`src/rtl/pea_ctrl_kxk.sv`:
```
// pea_ctrl_kxk: PE-array sequencing controller for KxK kernels, strides 1/2/4 and partial tiles.
// Define PEA_CTRL_PERF_EN to build the stall-cycle counter on perf_stall_cnt (tied to 0 otherwise).
//
// state | meaning
// IDLE  | waiting for start_conv
// FLUSH | fetch weight vector and first ifm word for the next pass
// CALC  | stream the pixel columns of one pass into the PE array
module pea_ctrl_kxk #(
  parameter int COL           = 8,
  parameter int TILE_LEN      = 16,
  parameter int CHN_WIDTH     = 4,
  parameter int CHN_OFT_WIDTH = 6,
  parameter int KER_WIDTH     = 2,
  parameter int TC_ROW_WIDTH  = 6,
  parameter int TC_COL_WIDTH  = 6,
  parameter int PC_COL_WIDTH  = 4,
  parameter int PC_ROW_WIDTH  = 4
) (
  input  logic                    clk,
  input  logic                    rst,
  input  logic [CHN_WIDTH-1:0]    chi,
  input  logic [CHN_WIDTH-1:0]    cho,
  input  logic [KER_WIDTH-1:0]    ker_size,
  input  logic [1:0]              stride_log2,
  input  logic                    start_conv,
  input  logic                    data_ready,
  input  logic [PC_ROW_WIDTH-1:0] tile_row_offset,
  input  logic [PC_COL_WIDTH-1:0] tile_col_offset,
  input  logic [TC_ROW_WIDTH-1:0] tc_row_max,
  input  logic [TC_COL_WIDTH-1:0] tc_col_max,
  output logic                    ifm_read,
  output logic                    wgt_read,
  output logic [COL-1:0]          pvalid,
  output logic [KER_WIDTH-1:0]    ker_row,
  output logic [KER_WIDTH-1:0]    ker_col,
  output logic                    ic_done,
  output logic                    tap_done,
  output logic                    oc_done,
  output logic                    conv_done,
  output logic                    busy,
  output logic [31:0]             perf_stall_cnt
);
  localparam int ICW = CHN_WIDTH + CHN_OFT_WIDTH;

  typedef enum logic [1:0] {IDLE, FLUSH, CALC} state_t;
  state_t state;

  logic [PC_COL_WIDTH-1:0] pc_col;
  logic [ICW-1:0]          ic_cnt, oc_cnt;
  logic [TC_COL_WIDTH-1:0] tc_col;
  logic [TC_ROW_WIDTH-1:0] tc_row;

  logic [ICW-1:0]          ic_num, oc_num;
  logic [KER_WIDTH-1:0]    ker_max;
  logic [PC_COL_WIDTH-1:0] pc_max;
  logic [1:0]              stride_eff;
  logic [COL-1:0]          row_msk;
  logic stride_hit, cnt_valid, pc_col_last, ic_last, oc_last;
  logic kc_last, kr_last, tap_last, tc_col_last, tc_row_last, tile_done;

  // A group count of 0 wraps to the full channel range through the subtraction.
  assign ic_num     = {chi, {CHN_OFT_WIDTH{1'b0}}} - ICW'(1);
  assign oc_num     = {cho, {CHN_OFT_WIDTH{1'b0}}} - ICW'(1);
  assign ker_max    = (ker_size == '0) ? '0 : ker_size - KER_WIDTH'(1);
  assign pc_max     = (tc_col == tc_col_max && tile_col_offset != '0) ?
                      tile_col_offset - PC_COL_WIDTH'(1) : PC_COL_WIDTH'(TILE_LEN - 1);
  assign stride_eff = (stride_log2 == 2'd3) ? 2'd2 : stride_log2;

  always_comb begin
    case (stride_eff)
      2'd0:    stride_hit = 1'b1;
      2'd1:    stride_hit = (pc_col[0] == 1'b0);
      default: stride_hit = (pc_col[1:0] == 2'b00);
    endcase
  end

  always_comb begin
    row_msk = '1;
    if (tc_row == tc_row_max && tile_row_offset != '0)
      for (int i = 0; i < COL; i++) row_msk[i] = (i < int'(tile_row_offset));
  end

  assign cnt_valid   = (state == CALC) & data_ready;
  assign pc_col_last = (pc_col == pc_max);
  assign ic_last     = (ic_cnt == ic_num);
  assign oc_last     = (oc_cnt == oc_num);
  assign kc_last     = (ker_col == ker_max);
  assign kr_last     = (ker_row == ker_max);
  assign tap_last    = kc_last & kr_last;
  assign tc_col_last = (tc_col == tc_col_max);
  assign tc_row_last = (tc_row == tc_row_max);

  assign ic_done   = cnt_valid & pc_col_last;
  assign tap_done  = ic_done & ic_last;
  assign oc_done   = tap_done & tap_last;
  assign tile_done = oc_done & oc_last;
  assign conv_done = tile_done & tc_col_last & tc_row_last;

  assign wgt_read = (state == FLUSH) & data_ready;
  assign ifm_read = data_ready & ((state == FLUSH) | ((state == CALC) & ~pc_col_last));
  assign busy     = (state != IDLE);

  always_ff @(posedge clk) begin
    if (rst) begin
      state   <= IDLE;
      pc_col  <= '0;
      ic_cnt  <= '0;
      oc_cnt  <= '0;
      ker_col <= '0;
      ker_row <= '0;
      tc_col  <= '0;
      tc_row  <= '0;
      pvalid  <= '0;
    end else begin
      // pvalid is the registered image of this cycle's column acceptance
      pvalid <= (cnt_valid & stride_hit) ? row_msk : '0;
      case (state)
        IDLE:    if (start_conv) state <= FLUSH;
        FLUSH:   if (data_ready) state <= CALC;
        CALC: begin
          if (conv_done)    state <= IDLE;
          else if (ic_done) state <= FLUSH;
        end
        default: state <= IDLE;
      endcase
      if (cnt_valid) pc_col <= pc_col_last ? '0 : pc_col + PC_COL_WIDTH'(1);
      if (ic_done)   ic_cnt <= ic_last ? '0 : ic_cnt + ICW'(1);
      if (tap_done) begin
        ker_col <= kc_last ? '0 : ker_col + KER_WIDTH'(1);
        if (kc_last) ker_row <= kr_last ? '0 : ker_row + KER_WIDTH'(1);
      end
      if (oc_done) oc_cnt <= oc_last ? '0 : oc_cnt + ICW'(1);
      if (tile_done) begin
        tc_col <= tc_col_last ? '0 : tc_col + TC_COL_WIDTH'(1);
        if (tc_col_last) tc_row <= tc_row_last ? '0 : tc_row + TC_ROW_WIDTH'(1);
      end
    end
  end

`ifdef PEA_CTRL_PERF_EN
  logic [31:0] stall_cnt;

  always_ff @(posedge clk) begin
    if (rst) begin
      stall_cnt <= '0;
    end else if (state == IDLE) begin
      if (start_conv) stall_cnt <= '0;
    end else if (!data_ready && stall_cnt != '1) begin
      stall_cnt <= stall_cnt + 32'd1;
    end
  end

  assign perf_stall_cnt = stall_cnt;
`else
  assign perf_stall_cnt = '0;
`endif

endmodule

```
`config.mk`:
```
export PLATFORM = sky130hd
export DESIGN_NAME = pea_ctrl_kxk
export DESIGN_NICKNAME = d
export VERILOG_FILES = /design/src/rtl/pea_ctrl_kxk.sv
export SDC_FILE = /design/constraint.sdc
export NUM_CORES = 1
export LEC_CHECK = 0
export ABC_CLOCK_PERIOD_IN_PS = 2700
export BUFFER_PORTS_ARGS = -buffer_cell sky130_fd_sc_hd__buf_2
export CAP_MARGIN = 15
export CORE_ASPECT_RATIO = 0.7
export CORE_MARGIN = 4
export CORE_UTILIZATION = 53
export DETAILED_ROUTE_END_ITERATION = 10
export PLACE_DENSITY_LB_ADDON = 0.12
export SETUP_SLACK_MARGIN = 0.05
export SYNTH_ARGS = -nofsm -noshare
export SYNTH_HDL_FRONTEND = slang
export SYNTH_SLANG_ARGS = --single-unit
```
`constraint.sdc`:
```
create_clock -name clk -period 2.7 [get_ports clk]
set_input_delay 0.135 -clock clk [delete_from_list [all_inputs] [get_ports clk]]
set_output_delay 0.135 -clock clk [all_outputs]
set_load 0.005 [all_outputs]
```
Yosys cells after proc, flatten, opt, wreduce, memory -nomap -nowiden --
Index checks and enable logic that the tools add are counted.
Storage, ports and cells: flip-flop bits (word level) 50, output and inout port bits 51, word-level logic and storage cells 88
Cells by class: $add $sub $neg 11, order comparisons 8, eq/ne operators 14, multiplexer cells 17, bitwise logic cells 16, reduce and logical (&&, ||, !) cells 13
Operator list (number):
- $add 10x1->10 const B | 2
- $eq 10x10->1 | 2
- $mux 10 | 2
- $sub 10x1->10 const B | 2
- $lt 3x4->1 const A | 4
- $mux 2 | 8
- $add 6x1->6 const B | 2
- $and 1x1->1 | 12
- $eq 6x6->1 | 2
- $mux 6 | 2
- $logic_not 2->1 | 4
- $lt 1x4->1 const A | 2
- $lt 2x4->1 const A | 2
- $mux 4 | 2
- $mux 8 | 1
- $reduce_bool 4->1 | 2
- $pmux 2 s3 | 1
- $add 2x1->2 const B | 2
- $add 4x1->4 const B | 1
- $eq 2x1->1 const B | 2
- $eq 2x2->1 | 2
- $eq 2x2->1 const B | 2
- $eq 4x4->1 | 1
- $ne 2x2->1 const B | 2
- 11 further kinds | 15

Longest topological paths before layout --
word-level depth 12, depth in mapped cells 12

Worst setup path after synthesis --
No wires, ideal clock.
kind flip-flop to flip-flop, start register tc_col[0], end register tc_col[2], library setup time 0.122 ns, arrival 2.316 ns, required time 2.578 ns, path slack 0.263 ns, cell stages (with the launch flop) 10, buffers on the path 2, clock period less this slack 2.437 ns, cells stage by stage dfxtp_1 > xnor2_1 > nand4_2 > or3_4 > a2111oi_0 > and4_1 > buf_2 > or2_2 > buf_2 > a21oi_1
Between the ends: word-level cells in the longest chain between the ends 8, elaborated cells between the ends (all ways) 10, those cells by class add/sub: 1; eq/ne: 2; mux: 2; bitwise: 4; reduce/logical: 1
Ends and longest elaborated chain:
- from (decl) | line 50 | logic [TC_COL_WIDTH-1:0] tc_col;
- from (signal assigned) | line 134 | tc_col <= tc_col_last ? '0 : tc_col + TC_COL_WIDTH'(1);
- $eq 6x6->1 | line 65, 90
- $logic_and 1x1->1 | line 65 | assign pc_max = (tc_col == tc_col_max && tile_col_offset != '0) ?
- $mux 4 | line 65
- $eq 4x4->1 | line 84 | assign pc_col_last = (pc_col == pc_max);
- $and 1x1->1 | line 93 | assign ic_done = cnt_valid & pc_col_last;
- $and 1x1->1 | line 94 | assign tap_done = ic_done & ic_last;
- $and 1x1->1 | line 95 | assign oc_done = tap_done & tap_last;
- $and 1x1->1 | line 96 | assign tile_done = oc_done & oc_last;
Several ways; a longest one is shown, not always the timed one. A chain may end at the register's enable or synchronous reset.

Worst setup path in the final report --
start register tc_col[5], end register oc_cnt[9]
Between the ends: word-level cells in the longest chain between the ends 7
Ends and longest elaborated chain:
- $eq 6x6->1 | line 65
- $logic_and 1x1->1 | line 65
- $mux 4 | line 65
- $eq 4x4->1 | line 84
- $and 1x1->1 | line 93
- $and 1x1->1 | line 94
- $and 1x1->1 | line 95
- to (signal assigned) | line 132 | if (oc_done) oc_cnt <= oc_last ? '0 : oc_cnt + ICW'(1);
- to (decl) | line 49 | logic [ICW-1:0] ic_cnt, oc_cnt;
No other way between the ends.

==> flow_summary.yaml <==
pwr:
  p_per_area_nw_per_um2: 383
  ir_drop_uv: 258
  power_leakage_uw: 0.00151
cts:
  htreeDepth: 2
  clkLatencyLatePin_ns: 0.31
  cts_tree: "yes"
  clk_path_buf_depth: 2
  cts_sinks: 50
  cts_made_buffers: 5
  root_buffer: "clkbuf_8"
  path_clk_slew_ns: 0.10
timing:
  slew_headroom_pct: 63.3
  hold_slack_ns: 0.0872
  slew_viol_final: 0
  hold_violations: 0
  fin_crit_ns: 2.54
  setup_violations: 0
  period_share_pct: 94.2
  rsz0062_at_grt: "no"
  fmax_ghz: 0.393
  clock-skew-final_ns: 0.00875
  tightest_slew_ns: 0.551
  finalSetupTns_ns: 0
floorplan:
  initial_core_util_pct: 55.1
  coreArea_um2: 5760
  fp.dieW_um: 100
  die_h_um: 72.7
  rows: 23
  num_io_pins: 87
  dieArea_um2: 7300
logic_synthesis:
  synth_seq_cells: 50
  netlist_instances: 396
  synth_edf_count: 0
  ys_types: 50
  synth.yosys.seq_area_share_pct: 31.6
  ys.flop_type: "dfxtp_1"
  syn_area_per_cell_um2: 8.01
  synth_warnings: 0
  async_flop_share_pct: 0
  synth_area_um2: 3170
critical_path:
  cp.required_ns: 2.95
  path_max_fanout: 8
  critPathArrivalTime_ns: 2.79
  critPathLaunchType: "register"
  worst-setup-path-type: "reg -> reg"
  worst_setup_path_end_kind: "register"
  cp_slowest_cell: "or4_1"
  critical-path-max-stage-delay_ns: 0.54
  crit_chain: "xnor2_2, nand3_2, or3_4, a2111oi_4, nand3_4, or4_1, a21oi_1"
  path_buf_inv: 0
  crit_family: "simple AND/OR/NAND/NOR gates"
global_route:
  grt_pass1_vias: 2549
  grt_antenna_before_repair: 0
  grt_overflow: 0
  grt_pass1_wl_um: 11700
  grt_max_degree: 22
  grt_use_total_pct: 19.5
placement:
  dp.cells: 524
  io_buffers: 54
  place.gp.congestion: 0.776
  dp_hpwl_um: 5430
final_layout:
  final_cell_mix: "buf_2 (55), dfxtp_1 (43), conb_1 (32), a21oi_1 (29), nand2_1 (28)"
  fin_nets: 505
  final_cells: 536
  drive_gt1_share_pct: 25.4
  mostFrequentLayoutCell: "buf_2"
  fin_util_pct: 64.9
  area_growth_pct: 17.8
  num_antenna_cells: 0
route:
  wl_per_cell_um: 13.4
  dr.pass1.iters: 5
  ant_nets: 0
  vias: 2893
  vias_per_cell: 5.40
  drt_iter0_drc: 160
  routed_wl_um: 7180
  drc: 0
outcome:
  status: "finished, final reports clean"
run:
  maxCapViolCount: 0
hold_path:
  hold_class: "in -> reg"
-- metal layers --
metal | vias to the layer above | GRT usage (%) | share of wire, %
met5 | - | 0 | 0
met4 | 0 | 4.48 | 0.58
met3 | 4 | 4.20 | 6.0
met2 | 82 | 29.7 | 44
met1 | 1343 | 28.4 | 49
li1 | 1464 | - | -
-- metrics by stage --
| stage | instance area (µm²) | setup slack [ns] | total power [µW] |
|---|---|---|---|
| after floorplan | 3290 | 0.263 | 882 |
| after global placement | 3450 | 0.0308 | 901 |
| after detailed placement | 3450 | -0.0441 | 904 |
| after CTS | 3590 | -0.00455 | 1430 |
| after global routing | 3740 | 0.00529 | 1490 |
| final | 3740 | 0.156 | 1430 |
-- sequential cells by signal (all words and copies together), names as in the netlist --
register,cells
ic_cnt,10
ker_col,2
ker_row,2
oc_cnt,10
pc_col,4
pvalid,8
state,2
tc_col,6
tc_row,6
-- worst reg2reg max path, stage by stage (launching register included) --
cell	delay, ns
dfxtp_1	0.36
xnor2_2	0.22
nand3_2	0.10
or3_4	0.42
a2111oi_4	0.50
nand3_4	0.20
or4_1	0.54
a21oi_1	0.14
-- synth_stat cells (2+ instances only) --
master | count | area (µm²)
nand4b_1 | 2 | 17.5
nor3b_1 | 4 | 30.0
and4_1 | 2 | 17.5
nand3_1 | 20 | 100
o31ai_1 | 5 | 37.5
or2_2 | 4 | 25.0
mux2i_1 | 3 | 30.0
dfxtp_1 | 50 | 1000
or3_1 | 13 | 81.3
a31oi_1 | 4 | 25.0
ha_1 | 9 | 113
nand4_1 | 9 | 56.3
nand3b_1 | 3 | 22.5
nor2_1 | 23 | 86.3
a21o_1 | 2 | 15.0
nand2_1 | 29 | 109
inv_1 | 19 | 71.3
o21ai_0 | 21 | 105
nor4_1 | 6 | 37.5
buf_2 | 2 | 10.0
and3_1 | 7 | 43.8
buf_4 | 32 | 240
clkbuf_1 | 9 | 33.8
nor2b_1 | 3 | 18.8
o21ba_2 | 2 | 20.0
o21a_1 | 2 | 15.0
nand2b_1 | 6 | 37.5
or4_1 | 5 | 37.5
xnor2_1 | 30 | 263
nor3_1 | 14 | 70.1
xor2_1 | 9 | 78.8
a21oi_1 | 29 | 145
-- timing repair --
action	4_1_cts	5_1_grt
buffers inserted	0	3
hold buffers	0	0
gates cloned	0	1
gates resized for setup	8	27
setup endpoints to repair	16	27
pin swaps	1	8
-- worst paths after layout --
| path | cells past startpoint | to | start | slack, ns |
|---|---|---|---|---|
| worst max-delay path | 7 | oc_cnt[9] | tc_col[5] | 0.16 |
| worst max register to register | 7 | oc_cnt[9] | tc_col[5] | 0.16 |
| worst min-delay path | 3 | pvalid[1] | tile_row_offset[1] | 0.09 |
| worst min register to register | 2 | ic_cnt[1] | ic_cnt[1] | 0.51 |
-- logic make-up after synthesis --
| group | Yosys count | share of synthesized area [%] |
|---|---|---|
| simple gates | 156 | 26.8 |
| compound gates | 75 | 15.0 |
| buf+inv | 63 | 11.3 |
| flops | 50 | 31.6 |
| xor+xnor | 39 | 10.8 |
| fa+ha+maj | 9 | 3.55 |
| mux | 3 | 0.947 |
| other cells | 1 | 0.118 |
-- layout make-up --
class                   instances  area (µm²)
clock buffers                   6        72.6
clock inverters                 2        37.5
repair buffers                 70         392
inverters                      19        71.3
flip-flops and latches         50        1010
fillers                       515        2020
multi-input cells             314        2060
well taps                      75        93.8
-- power breakdown --
group | internal, µW | total (µW) | switching (µW)
logic | 66.4 | 151 | 84.1
clock network | 277 | 534 | 257
registers | 741 | 745 | 4.28
No activity file was read; power rests on OpenSTA's default activity.
